## config.mk

```make
export PLATFORM = sky130hd
export DESIGN_NAME = board_reader
export DESIGN_NICKNAME = d
export VERILOG_FILES = /design/src/rtl/board_reader.sv
export SDC_FILE = /design/constraint.sdc
export NUM_CORES = 1
export LEC_CHECK = 0
export BUFFER_PORTS_ARGS = -buffer_cell sky130_fd_sc_hd__buf_2
export CORE_MARGIN = 2
export CORE_UTILIZATION = 30
export DETAILED_ROUTE_END_ITERATION = 6
export GPL_ROUTABILITY_DRIVEN = 0
export SYNTH_ARGS = -nofsm -noshare
export SYNTH_HDL_FRONTEND = slang
export SYNTH_SLANG_ARGS = --single-unit
```

## constraint.sdc

```tcl
create_clock -name clk -period 2.73 [get_ports clk]
set_input_delay 0.273 -clock clk [delete_from_list [all_inputs] [get_ports clk]]
set_output_delay 0.273 -clock clk [all_outputs]
set_load 0.05 [all_outputs]
```

## src/rtl/board_reader.sv

```systemverilog
// Snapshots the packed board and move data, then streams the 64 squares over valid/ready.
// Optional BOARD_READER_FLIP_EN reverses the scan order when black is to move.
module board_reader #(
    parameter int unsigned SQUARES = 64,
    parameter int unsigned PIECE_W = 4
) (
    input  logic                       clk,
    input  logic                       reset,
    input  logic [SQUARES*PIECE_W-1:0] board,
    input  logic [13:0]                moveData,
    input  logic                       start,
    input  logic                       rd_ready,
    output logic                       sq_valid,
    output logic [5:0]                 sq_index,
    output logic [PIECE_W-1:0]         sq_piece,
    output logic                       sq_cursor,
    output logic                       sq_target,
    output logic                       busy,
    output logic                       done,
    output logic [6:0]                 occ_count,
    output logic                       kings_ok,
    output logic                       bad_code
);

    typedef enum logic [1:0] {StIdle, StScan, StDone} state_e;

    state_e                     state_q, state_d;
    logic [SQUARES*PIECE_W-1:0] snap_q, snap_d;
    logic [12:0]                move_q, move_d;
    logic [5:0]                 idx_q, idx_d;
    logic [PIECE_W-1:0]         piece_q, piece_d;
    logic                       cursor_q, cursor_d, target_q, target_d;
    logic [6:0]                 occ_acc_q, occ_acc_d, occ_q, occ_d;
    logic [1:0]                 wk_q, wk_d, bk_q, bk_d;
    logic                       bad_acc_q, bad_acc_d, kings_q, kings_d, badc_q, badc_d;

    logic                       flip_start, flip_run;
    logic [5:0]                 idx_first, idx_last, idx_next;
    logic [6:0]                 occ_inc;
    logic [1:0]                 wk_inc, bk_inc;
    logic                       bad_inc;

    logic [PIECE_W-1:0] in_sq   [SQUARES];
    logic [PIECE_W-1:0] snap_sq [SQUARES];

    for (genvar i = 0; i < SQUARES; i++) begin : g_sq
        assign in_sq[i]   = board[i*PIECE_W +: PIECE_W];
        assign snap_sq[i] = snap_q[i*PIECE_W +: PIECE_W];
    end

`ifdef BOARD_READER_FLIP_EN
    logic flip_q;
    always_ff @(posedge clk or negedge reset) begin
        if (!reset) begin
            flip_q <= 1'b0;
        end else if (state_q == StIdle && start) begin
            flip_q <= moveData[13];
        end
    end
    assign flip_start = moveData[13];
    assign flip_run   = flip_q;
`else
    assign flip_start = 1'b0;
    assign flip_run   = 1'b0;
`endif

    assign idx_first = flip_start ? 6'd63 : 6'd0;
    assign idx_last  = flip_run ? 6'd0 : 6'd63;
    assign idx_next  = flip_run ? idx_q - 6'd1 : idx_q + 6'd1;

    // Accumulators including the beat currently on the bus; king counts saturate at 2.
    assign occ_inc = occ_acc_q + 7'(piece_q[2:0] != 3'd0);
    assign wk_inc  = (piece_q == PIECE_W'(6) && wk_q != 2'd2) ? wk_q + 2'd1 : wk_q;
    assign bk_inc  = (piece_q == PIECE_W'(14) && bk_q != 2'd2) ? bk_q + 2'd1 : bk_q;
    assign bad_inc = bad_acc_q | (piece_q[2:0] == 3'd7);

    always_comb begin
        state_d   = state_q;
        snap_d    = snap_q;
        move_d    = move_q;
        idx_d     = idx_q;
        piece_d   = piece_q;
        cursor_d  = cursor_q;
        target_d  = target_q;
        occ_acc_d = occ_acc_q;
        wk_d      = wk_q;
        bk_d      = bk_q;
        bad_acc_d = bad_acc_q;
        occ_d     = occ_q;
        kings_d   = kings_q;
        badc_d    = badc_q;
        unique case (state_q)
            StIdle: begin
                if (start) begin
                    snap_d    = board;
                    move_d    = moveData[12:0];
                    idx_d     = idx_first;
                    piece_d   = in_sq[idx_first];
                    cursor_d  = (idx_first == moveData[5:0]);
                    target_d  = moveData[12] && (idx_first == moveData[11:6]);
                    occ_acc_d = 7'd0;
                    wk_d      = 2'd0;
                    bk_d      = 2'd0;
                    bad_acc_d = 1'b0;
                    state_d   = StScan;
                end
            end
            StScan: begin
                if (rd_ready) begin
                    occ_acc_d = occ_inc;
                    wk_d      = wk_inc;
                    bk_d      = bk_inc;
                    bad_acc_d = bad_inc;
                    if (idx_q == idx_last) begin
                        occ_d   = occ_inc;
                        kings_d = (wk_inc == 2'd1) && (bk_inc == 2'd1);
                        badc_d  = bad_inc;
                        state_d = StDone;
                    end else begin
                        idx_d    = idx_next;
                        piece_d  = snap_sq[idx_next];
                        cursor_d = (idx_next == move_q[5:0]);
                        target_d = move_q[12] && (idx_next == move_q[11:6]);
                    end
                end
            end
            StDone:  state_d = StIdle;
            default: state_d = StIdle;
        endcase
    end

    always_ff @(posedge clk or negedge reset) begin
        if (!reset) begin
            state_q   <= StIdle;
            snap_q    <= '0;
            move_q    <= '0;
            idx_q     <= '0;
            piece_q   <= '0;
            cursor_q  <= 1'b0;
            target_q  <= 1'b0;
            occ_acc_q <= '0;
            wk_q      <= '0;
            bk_q      <= '0;
            bad_acc_q <= 1'b0;
            occ_q     <= '0;
            kings_q   <= 1'b0;
            badc_q    <= 1'b0;
        end else begin
            state_q   <= state_d;
            snap_q    <= snap_d;
            move_q    <= move_d;
            idx_q     <= idx_d;
            piece_q   <= piece_d;
            cursor_q  <= cursor_d;
            target_q  <= target_d;
            occ_acc_q <= occ_acc_d;
            wk_q      <= wk_d;
            bk_q      <= bk_d;
            bad_acc_q <= bad_acc_d;
            occ_q     <= occ_d;
            kings_q   <= kings_d;
            badc_q    <= badc_d;
        end
    end

    assign sq_valid  = (state_q == StScan);
    assign busy      = (state_q != StIdle);
    assign done      = (state_q == StDone);
    assign sq_index  = idx_q;
    assign sq_piece  = piece_q;
    assign sq_cursor = cursor_q;
    assign sq_target = target_q;
    assign occ_count = occ_q;
    assign kings_ok  = kings_q;
    assign bad_code  = badc_q;

endmodule

```

Word level (Yosys, flattened, before mapping):

Cells that the tools add are included.

* register bits: 304
* input port bits: 274
* output and inout port bits: 24
* logic and storage cells: 89

* $add $sub $neg: 4
* order comparisons: 1
* eq/ne operators: 16
* muxes and demuxes: 36
* bitwise logic cells: 2
* reductions and logical operators: 16

Operators by type and width (number)
* binary-select mux 4 bit (select 6 bit): 1
* 2-to-1 mux 4 bit: 5
* 2-to-1 mux 6 bit: 3
* 2-to-1 mux 2 bit: 8
* 2-to-1 mux 7 bit: 2
* case mux 7 bit (2 select lines): 1
* equality test 6 bit: 2
* logical NOT 6 bit: 2
* case mux 2 bit (2 select lines): 3
* case mux 6 bit (2 select lines): 1
* != test 2 bit (second input constant): 5
* AND reduction 3 bit: 3
* 2-to-1 mux 1 bit: 8
* case mux 4 bit (2 select lines): 1
* adder 7 x 1 -> 7 bit: 1
* >= comparator 7 bit (second input constant): 1
* inverter 6 -> 7 bit: 1
* adder 6 x 1 -> 6 bit (second input constant): 1
* equality test 2 x 1 -> 1 bit (second input constant): 3
* equality test 6 bit (second input constant): 1
* case mux 1 bit (2 select lines): 3
* logical AND 1 bit: 5
* adder 2 x 1 -> 2 bit (second input constant): 2
* equality test 4 x 3 -> 1 bit (second input constant): 1
* other kinds (10): 11

Depth between registers and ports, before layout:

Gate-level depths: netlist of run 1.

* depth after elaboration: 8
* gate-level depth with buffers: 9
* depth with buffers taken out: 7

Least setup slack after synthesis of run 1:

No wires, ideal clock.

* kind: register to register
* start: register idx_q[1] (netlist: sq_index[1])
* end: register piece_q[3] (netlist: sq_piece[3])
* setup time: 130 ps
* arrival: 2192 ps
* data required time: 2600 ps
* slack: 408 ps
* stages on the path, launching flop included: 10
* path buffers: 2
* clock period less this slack: 2322 ps
* cell sequence: dfrtp_1 ha_1 xor2_2 buf_6 buf_4 mux4_2 mux2i_1 nand2_1 nand4_1 nand3_1

* longest elaborated chain between the ends: 8
* elaborated cells between the ends (all ways): 11
* those cells by class: 1 x add/sub; 2 x eq/ne; 6 x mux; 1 x bitwise; 1 x reduce/logical

Ends and longest elaborated chain
* start: declaration: RTL line 30 `logic [5:0] idx_q, idx_d;`
* start signal: assignment: RTL line 152 `idx_q <= idx_d;`
* adder 6 x 1 -> 6 bit: RTL line 69 `assign idx_next = flip_run ? idx_q - 6'd1 : idx_q + 6'd1;`
* inverter 6 -> 7 bit (not written as such): RTL line 121 `piece_d = snap_sq[idx_next];`
* binary-select mux 4 bit (select 6 bit): RTL line 121
* 2-to-1 mux 4 bit (not written as such) (2 in series): RTL line 121
* 2-to-1 mux 4 bit: RTL line 114 `if (idx_q == idx_last) begin`
* 2-to-1 mux 4 bit: RTL line 109 `if (rd_ready) begin`
* case mux 4 bit (2 select lines): RTL line 92 `unique case (state_q)`
* end signal: assignment: RTL line 153 `piece_q <= piece_d;`
* end: declaration: RTL line 31 `logic [PIECE_W-1:0] piece_q, piece_d;`

Parallel ways exist; a longest one is shown, timed or not. The select of a mux whose other input is x is not followed.
A chain may end at the register's enable or synchronous reset.

Worst setup path in the final report of run 1:

* start: register idx_q[0] (netlist: sq_index[0])
* end: register piece_q[0] (netlist: sq_piece[0])

The elaborated chain is that of the path after synthesis.

==> reports/qor.txt, run 1 <==
status: finished clean
TritonCTS clock tree: built
DP Worst Slack: 203 ps
vias in the first global route: 11500
Critical Path AT: 3000 ps
leakage power: 0.00920 µW
first-pass GRT wire length: 64.6 mm
Critical Path Max Stage Delay: 580 ps
top cell type's share of synthesized area: 54.5%
Core Box Area: 46300 µm²
Critical R2R Capture: sq_piece[0]
gr usage total: 17.4%
initial antenna violation count: 3
DRC errors left: 0
Critical Path Sink Type: flop
gr ovfl total: 0
CP delay by family, top: adder cells
startpoint types: flop
crit path time final: 2520 ps
VDD IR max: 611 µV
Post-synth EDFFs: 0
port bufs: 296
CP max FO: 24
Max Cap Violations: 0
most used cell, CP: nand3_1
Final #Nets: 1803
Main synth FF type: dfrtp_1
WL/cell: 19.2 µm
largest net degree at the start of global routing: 122
most frequent cell after synthesis: dfrtp_1
Fmax: 0.396 GHz
DR iter-0 viols: 492
CTS buffer count: 36
final period utilization: 92.4%
WL final: 41.6 mm
Post-Syn Area: 14000 µm²
FF-to-FF path depth: 6
post-synth cell types: 54
clock-pin slew on the worst setup and hold paths: 60 ps
cts repair resizes: 0
Critical path buffers and inverters: 1
Yosys top cell by area: dfrtp_1
vias per inst: 4.75
worst-case clock buffer depth: 3
H-tree levels: 2
hpwl dp: 27.5 mm
fraction of layout cells with a size suffix above 1: 46.5%
Req. time, crit path: 3200 ps
Mapped Nets: 1222
Final setup viols: 0
FFs w/ async S/R, synth: 100%
die height: 220 µm
Crit-path slowest cell: ha_4
setup ws final: 208 ps
Clock Skews: 15.8 ps
Worst Max-Slew Pin Slew: 768 ps
Hold Path Class: input port to flop
Pwr Density: 1030 nW/µm²
Setup crit end: sq_piece[0]
Worst Setup SP: sq_index[0]
yosys warns: 0
Seq/Total Area, Yosys: 54.5%
CTS sink count: 304
cell count after synthesis: 943
hold path depth: 4
Crit path depth: 6
Site Rows: 79
io pins: 298
Slew HR: 48.8%
initial core utilization: 30.2%
die area: 48300 µm²
Max Slew Vio Count: 0
Critical Path, Cell by Cell: ha_4, buf_4, mux2i_1, a222oi_1, nand3_1, nand3_1
clk root buf: clkbuf_16
Setup CP Type: flop to flop
vias: 10300
RSZ-0062 raised after global routing: false
post-route ant nets: 0
DR pass1 iterations: 5
Final TNS setup: 0 ps
r2r setup slk: 210 ps
Synth area leaders: dfrtp_1 (54%), mux2_2 (22%), mux4_2 (8.9%), nand2_1 (1.5%), buf_2 (1.4%)
Synth top cells by count: dfrtp_1 (304), mux2_2 (271), nand2_1 (57)
Critical R2R Launch: sq_index[0]
Hold Violations, Final: 0
layout overhead on the synthesized area: 44.5%
Die X: 220 µm
syn_area_per_cell: 14.8 µm²
clk_lat worst skew: 550 ps
Synth Register Bits: 304
[worst min-delay path by stage]
stage / endpoint / start / slack, ps
2_1_floorplan: bad_acc_q / reset / -20
6_report: occ_acc_q[2] / start / 90
4_1_cts: occ_acc_q[2] / start / 50
5_1_grt: occ_acc_q[2] / start / 100
3_5_place_dp: snap_q[157] / reset / 320
3_3_place_gp: snap_q[153] / reset / 310
[worst register-to-register path, delay by kind of cell, from the launching register on]
family / cells / cell delay [ps]
and+or+nand+nor: 2 / 400
DFF: 1 / 530
muxes: 1 / 120
adders and majority gates: 1 / 580
AOI/OAI and AO/OA: 1 / 530
buffers and inverters: 1 / 280
[sequential cells by signal (all words and copies together) (netlist names), 2 cells and up]
register   count
bk_q           2
wk_q           2
state_q        2
snap_q       256
move_q        13
sq_index       6
occ_count      7
sq_piece       4
occ_acc_q      7
[cell families (layout without fill, tap and decap cells)]
logic type,after synthesis,in the layout,share of synthesized area [%]
AOI/OAI and AO/OA,58,58,2.74
and+or+nand+nor,135,135,4.73
DFF,304,304,54.5
other,0,4,0
xor gates and xnor gates,23,23,1.60
adders and majority gates,5,5,0.448
buffers and inverters,66,673,2.57
muxes,352,352,33.4
[metrics by stage]
step,total power [µW],area (µm²),hold WS (ps),utilization [%],instances
after floorplan,13000,14000,-22.6,-,943
after global placement,15600,16300,315,35.3,1823
after detailed placement,15800,16300,320,35.3,1823
after CTS,21000,20200,51.5,43.6,2157
after global routing,22000,20200,104,43.6,2160
final,20800,20200,89.2,43.6,2161
[layout make-up]
cell class                      instances  area (µm²)
Multi-Input combinational cell        573        6030
Clock inverter                          9         110
Inverter                                7        26.3
Tap cell                              607         759
Antenna cell                            4        10.0
Clock buffer                           55        1020
Fill cell                            4140       26100
Timing Repair Buffer                  602        4600
Sequential cell                       304        7610
[layout by cell type, fill, tap and decap left out, types with 12 or more instances in the layout]
cell	instances
nand2_1	57
clkbuf_1	14
mux2i_1	19
dfrtp_1	303
xnor2_1	12
dlygate4sd3_1	270
mux4_2	55
buf_2	295
nor2_1	13
nand3_1	18
o21ai_0	18
buf_4	25
clkbuf_16	36
mux2_2	271
[metal layers]
layer	up-vias	part of all wire, %	GRT usage, %
met5	-	0	0
met4	0	3.1	7.07
met3	82	4.5	3.16
met2	294	50	29.2
met1	5222	43	22.1
li1	4666	-	-
[what timing repair did]
action,CTS,global route
buffers inserted,0,0
hold endpoints to repair,340,0
hold buffers,270,0
[where the power goes]
part | internal (µW) | switching [µW] | leakage (µW) | total [µW]
sequential | 6320 | 1090 | 0.00388 | 7410
clock | 2710 | 1990 | 0.000549 | 4700
combinational | 4600 | 4060 | 0.00477 | 8660
total | 13600 | 7130 | 0.00920 | 20800
No activity file was read; power rests on OpenSTA's default activity.
==> run 2: changes to the inputs <==
--- a/config.mk
+++ b/config.mk
@@ -10,6 +10,7 @@
 export CORE_UTILIZATION = 30
 export DETAILED_ROUTE_END_ITERATION = 6
 export GPL_ROUTABILITY_DRIVEN = 0
+export PLACE_DENSITY = 0.49
 export SYNTH_ARGS = -nofsm -noshare
 export SYNTH_HDL_FRONTEND = slang
 export SYNTH_SLANG_ARGS = --single-unit
==> run 2 against run 1 <==
Against the previous run:
- power up 2.2%
- final cell count about the same
- design area grew 0.90%
- first-iteration DRC count down 13%
- worst setup slack better by 68 ps
==> reports/qor.txt, run 2 (synthesis gave the netlist of run 1 again) <==
die area: 48300 µm²
leakage power: 0.00930 µW
fraction of layout cells with a size suffix above 1: 47.5%
Critical path buffers and inverters: 1
Fmax: 0.407 GHz
first-pass GRT wire length: 62.9 mm
vias per inst: 4.67
WL final: 41.3 mm
Req. time, crit path: 3210 ps
most used cell, CP: nand3_1
Switching Share: 33.4%
Post-Layout Inst Area: 20400 µm²
gr usage total: 17.1%
DRC errors left: 0
DR pass1 iterations: 5
port bufs: 296
Worst Max-Slew Pin Slew: 783 ps
gr ovfl total: 0
Max Slew Vio Count: 0
post-CTS setup buffers: 0
largest net degree at the start of global routing: 108
WL/cell: 19.1 µm
Max Cap Violations: 0
final period utilization: 89.9%
Critical Path Max Stage Delay: 520 ps
status: finished clean
Reg with most FFs: snap_q
crit path time final: 2450 ps
Largest register FFs: 256
Worst Setup SP: sq_index[0]
startpoint types: flop
area post-placement: 16300 µm²
min-delay src: start
CP max FO: 43
Crit-path slowest cell: dfrtp_4
initial antenna violation count: 3
Net Sw Power: 7080 µW
internal power: 14100 µW
Final setup viols: 0
io pins: 298
sequential share of power: 34.6%
Hold Path Class: input port to flop
initial core utilization: 30.2%
Hold Violations, Final: 0
most frequent cells in the layout: dfrtp_1 (303), buf_2 (295), mux2_2 (271)
Final TNS setup: 0 ps
Setup CP Type: flop to flop
Die X: 220 µm
clock power share: 24.9%
Clock Skews: 24.1 ps
Crit path depth: 8
cts repair resizes: 0
Final #Nets: 1803
clk_lat worst skew: 550 ps
Pwr Density: 1040 nW/µm²
H-tree levels: 2
layout overhead on the synthesized area: 45.8%
Site Rows: 79
clk root buf: clkbuf_16
Logic pwr share: 40.4%
worst-case clock buffer depth: 3
Critical R2R Launch: sq_index[0]
most common cell after layout, fill and taps aside: dfrtp_1
Critical Path AT: 2940 ps
hpwl dp: 27.8 mm
DR iter-0 viols: 427
CTS Hold Bufs: 270
Critical Path, Cell by Cell: ha_4, xor2_4, buf_12, mux4_2, mux2i_1, a222oi_1, nand3_1, nand3_1
Core Box Area: 46300 µm²
die height: 220 µm
VDD IR max: 694 µV
vias in the first global route: 11000
biggest registers after layout: snap_q (256), move_q (13)
Slew HR: 47.5%
RSZ-0062 raised after global routing: false
hold path depth: 4
CP delay by family, top: flip-flops
TritonCTS clock tree: built
Critical Path Sink Type: flop
CTS sink count: 304
CTS buffer count: 38
post-route ant nets: 0
clock-pin slew on the worst setup and hold paths: 60 ps
FF-to-FF path depth: 8
vias: 10100
==> run 2: changes by cell type in the layout (fill, tap and decap cells not counted), sizes merged <==
cell / change
inv: -1
clkbuf: -2
bufinv: +2
clkinv: +5
buf: -2
clkinvlp: +1
diode: -2
==> run 2: final timing paths <==
kind                                      to  slack, ps
worst min register to register     sq_cursor        480
worst max register to register   sq_piece[0]        280
max in group asynchronous        snap_q[157]       1430
worst max-delay path             sq_piece[0]        280
min in group asynchronous        snap_q[227]        310
worst min-delay path            occ_acc_q[2]         90
==> run 2: worst register-to-register path: cells and delay by family (launching register included) <==
| kind | cells | cell delay (ps) |
|---|---|---|
| flops | 1 | 520 |
| compound gates | 1 | 500 |
| mux | 2 | 370 |
| simple gates | 2 | 330 |
| buf+inv | 1 | 300 |
| fa+ha+maj | 1 | 220 |
| xor+xnor | 1 | 170 |
==> run 2: power groups by stage <==
stage,Clock (µW),Combinational [µW],Sequential [µW]
after floorplan,0,5760,7280
after global placement,0,8340,7370
after detailed placement,0,8440,7430
after CTS,5470,8790,7360
after global routing,5650,9280,7590
final,5290,8580,7350
==> run 2: stage by stage <==
step / setup slack, ps / hold slack, ps / power, µW / util (%) / cells
6_report: 275 / 91.1 / 21200 / 44.0 / 2162
5_1_grt: 145 / 90.6 / 22500 / 44.0 / 2162
4_1_cts: 161 / 54.3 / 21600 / 44.0 / 2160
3_5_place_dp: 158 / 312 / 15900 / 35.3 / 1821
3_3_place_gp: 195 / 309 / 15700 / 35.3 / 1821
2_1_floorplan: 408 / -22.6 / 13000 / - / 943
==> run 2: routing by layer <==
layer,global-route usage (%),wire (µm)
met5,0,13
met4,4.61,810
met3,4.10,2160
met2,28.6,20300
met1,22.2,18000
==> run 2: cell type report <==
type,count,area [µm²]
antenna,2,5.00
clock buffer,53,1160
clock inverter,16,175
fill,4255,25900
inverter,7,26.3
multi-input combinational,573,6030
sequential,304,7610
tap,607,759
timing repair buffer,600,4590
==> run 3: changes to the inputs <==
--- a/config.mk
+++ b/config.mk
@@ -6,7 +6,7 @@
 export NUM_CORES = 1
 export LEC_CHECK = 0
 export BUFFER_PORTS_ARGS = -buffer_cell sky130_fd_sc_hd__buf_2
-export CORE_MARGIN = 2
+export CORE_ASPECT_RATIO = 1.2
 export CORE_UTILIZATION = 30
 export DETAILED_ROUTE_END_ITERATION = 6
 export GPL_ROUTABILITY_DRIVEN = 0
==> run 3 against run 2 <==
Against the previous run:
- worst hold slack worse by 66 ps
- via count hardly changed
- wire length rose by 0.44%
- utilization shrank 0.098 points
- die area is 1.8% lower
- sequential power about the same
- non-clock buffer count increased by 2
- design area down 0.90%
- count of clock-buffer cells in the layout did not move
- critical endpoint is now sq_piece[1]
- largest power group unchanged
==> reports/qor.txt, run 3 (synthesis gave the netlist of run 1 again) <==
Core Box Area: 45900 µm²
worst-case clock buffer depth: 3
Hold Path Class: input port to flop
Final TNS setup: 0 ps
DR pass1 iterations: 4
GR Util met3: 3.49%
CP max FO: 17
setup ws final: 302 ps
Final setup viols: 0
biggest registers after layout: snap_q (256), move_q (13)
Worst Setup SP: sq_index[0]
met2 Track Usage GR: 30.4%
Site Rows: 86
status: finished clean
vias per inst: 4.67
VDD IR max: 618 µV
WL/cell: 19.2 µm
port bufs: 296
largest net degree at the start of global routing: 65
die area: 47400 µm²
most common cell after layout, fill and taps aside: dfrtp_1
final period utilization: 88.9%
overall power: 20600 µW
io pins: 298
TritonCTS clock tree: built
Reg with most FFs: snap_q
gr busiest metal: met2
Clock Skews: 15.0 ps
CTS Hold Bufs: 263
Post-Layout Inst Area: 20200 µm²
startpoint types: flop
CTS sink count: 304
WL final: 41.5 mm
post-CTS setup buffers: 0
Worst Max-Slew Pin Slew: 715 ps
cts repair resizes: 0
area post-placement: 16400 µm²
fraction of layout cells with a size suffix above 1: 47.0%
gr ovfl total: 0
Critical Path Max Stage Delay: 520 ps
Req. time, crit path: 3200 ps
Max Cap Violations: 0
min-delay src: board[210]
die height: 238 µm
initial antenna violation count: 2
Critical Path AT: 2890 ps
DRC errors left: 0
vias in the first global route: 11100
Crit-path slowest cell: ha_4
Slew HR: 52.1%
hpwl dp: 29.1 mm
first-pass GRT wire length: 64.0 mm
clock-pin slew on the worst setup and hold paths: 60 ps
Critical Path, Cell by Cell: ha_4, buf_4, mux4_2, nand2_1, a32oi_1, nand4_1, nand3_1
H-tree levels: 2
DR iter-0 viols: 312
post-route ant nets: 0
Die X: 199 µm
crit path time final: 2430 ps
clk root buf: clkbuf_16
Max Slew Vio Count: 0
clk_lat worst skew: 540 ps
most frequent cells in the layout: dfrtp_1 (303), buf_2 (295), mux2_2 (271)
Critical R2R Launch: sq_index[0]
Final #Nets: 1803
Pwr Density: 1020 nW/µm²
DP Worst Slack: 244 ps
gr usage total: 17.8%
initial core utilization: 30.4%
Fmax: 0.412 GHz
leakage power: 0.00921 µW
Largest register FFs: 256
RSZ-0062 raised after global routing: false
M1 GR Usage: 22.6%
Hold Violations, Final: 0
CTS buffer count: 36
Critical Path Sink Type: flop
layout overhead on the synthesized area: 44.5%
vias: 10100
Setup CP Type: flop to flop
[run 3: final cells by class]
class,instances,area [µm²]
diodes,1,2.50
clock inverters,6,58.8
flip-flops and latches,304,7610
clock buffers,53,1050
repair buffers,602,4620
fillers,4255,25800
well taps,616,771
multi-input cells,573,6030
inverters,7,26.3
[run 3: report_power, final]
part / total (µW) / switching [µW] / internal, µW
logic: 8670 / 4050 / 4620
clock network: 4630 / 1900 / 2730
registers: 7340 / 1020 / 6320
[run 3: worst paths after layout]
path                          endpoint  depth (start not counted)  slack [ps]
max                        sq_piece[1]                          7         300
min                        snap_q[210]                          2          30
max reg2reg                sq_piece[1]                          7         300
min reg2reg                  sq_cursor                          2         480
max in group asynchronous  snap_q[150]                          3        1640
min in group asynchronous  snap_q[241]                          2         300
[run 3: worst max-delay path, delay by kind of cell, from the launching register on]
family / cells / cell delay [ps]
DFF: 1 / 500
buffers and inverters: 1 / 340
muxes: 1 / 270
AOI/OAI and AO/OA: 1 / 380
and+or+nand+nor: 3 / 320
adders and majority gates: 1 / 520
[run 3: through the flow]
step,cells,hold WS (ps),utilization (%)
after detailed placement,1838,301,35.7
after floorplan,943,-22.6,-
after global placement,1838,294,35.7
after CTS,2160,0.500,43.9
final,2162,25.1,43.9
after global routing,2162,0.386,43.9
[run 3: per-layer routing]
metal	vias up	wire [µm]
li1	4669	-
met1	5120	17700
met2	234	20900
met3	66	1830
met4	2	1090
met5	-	12
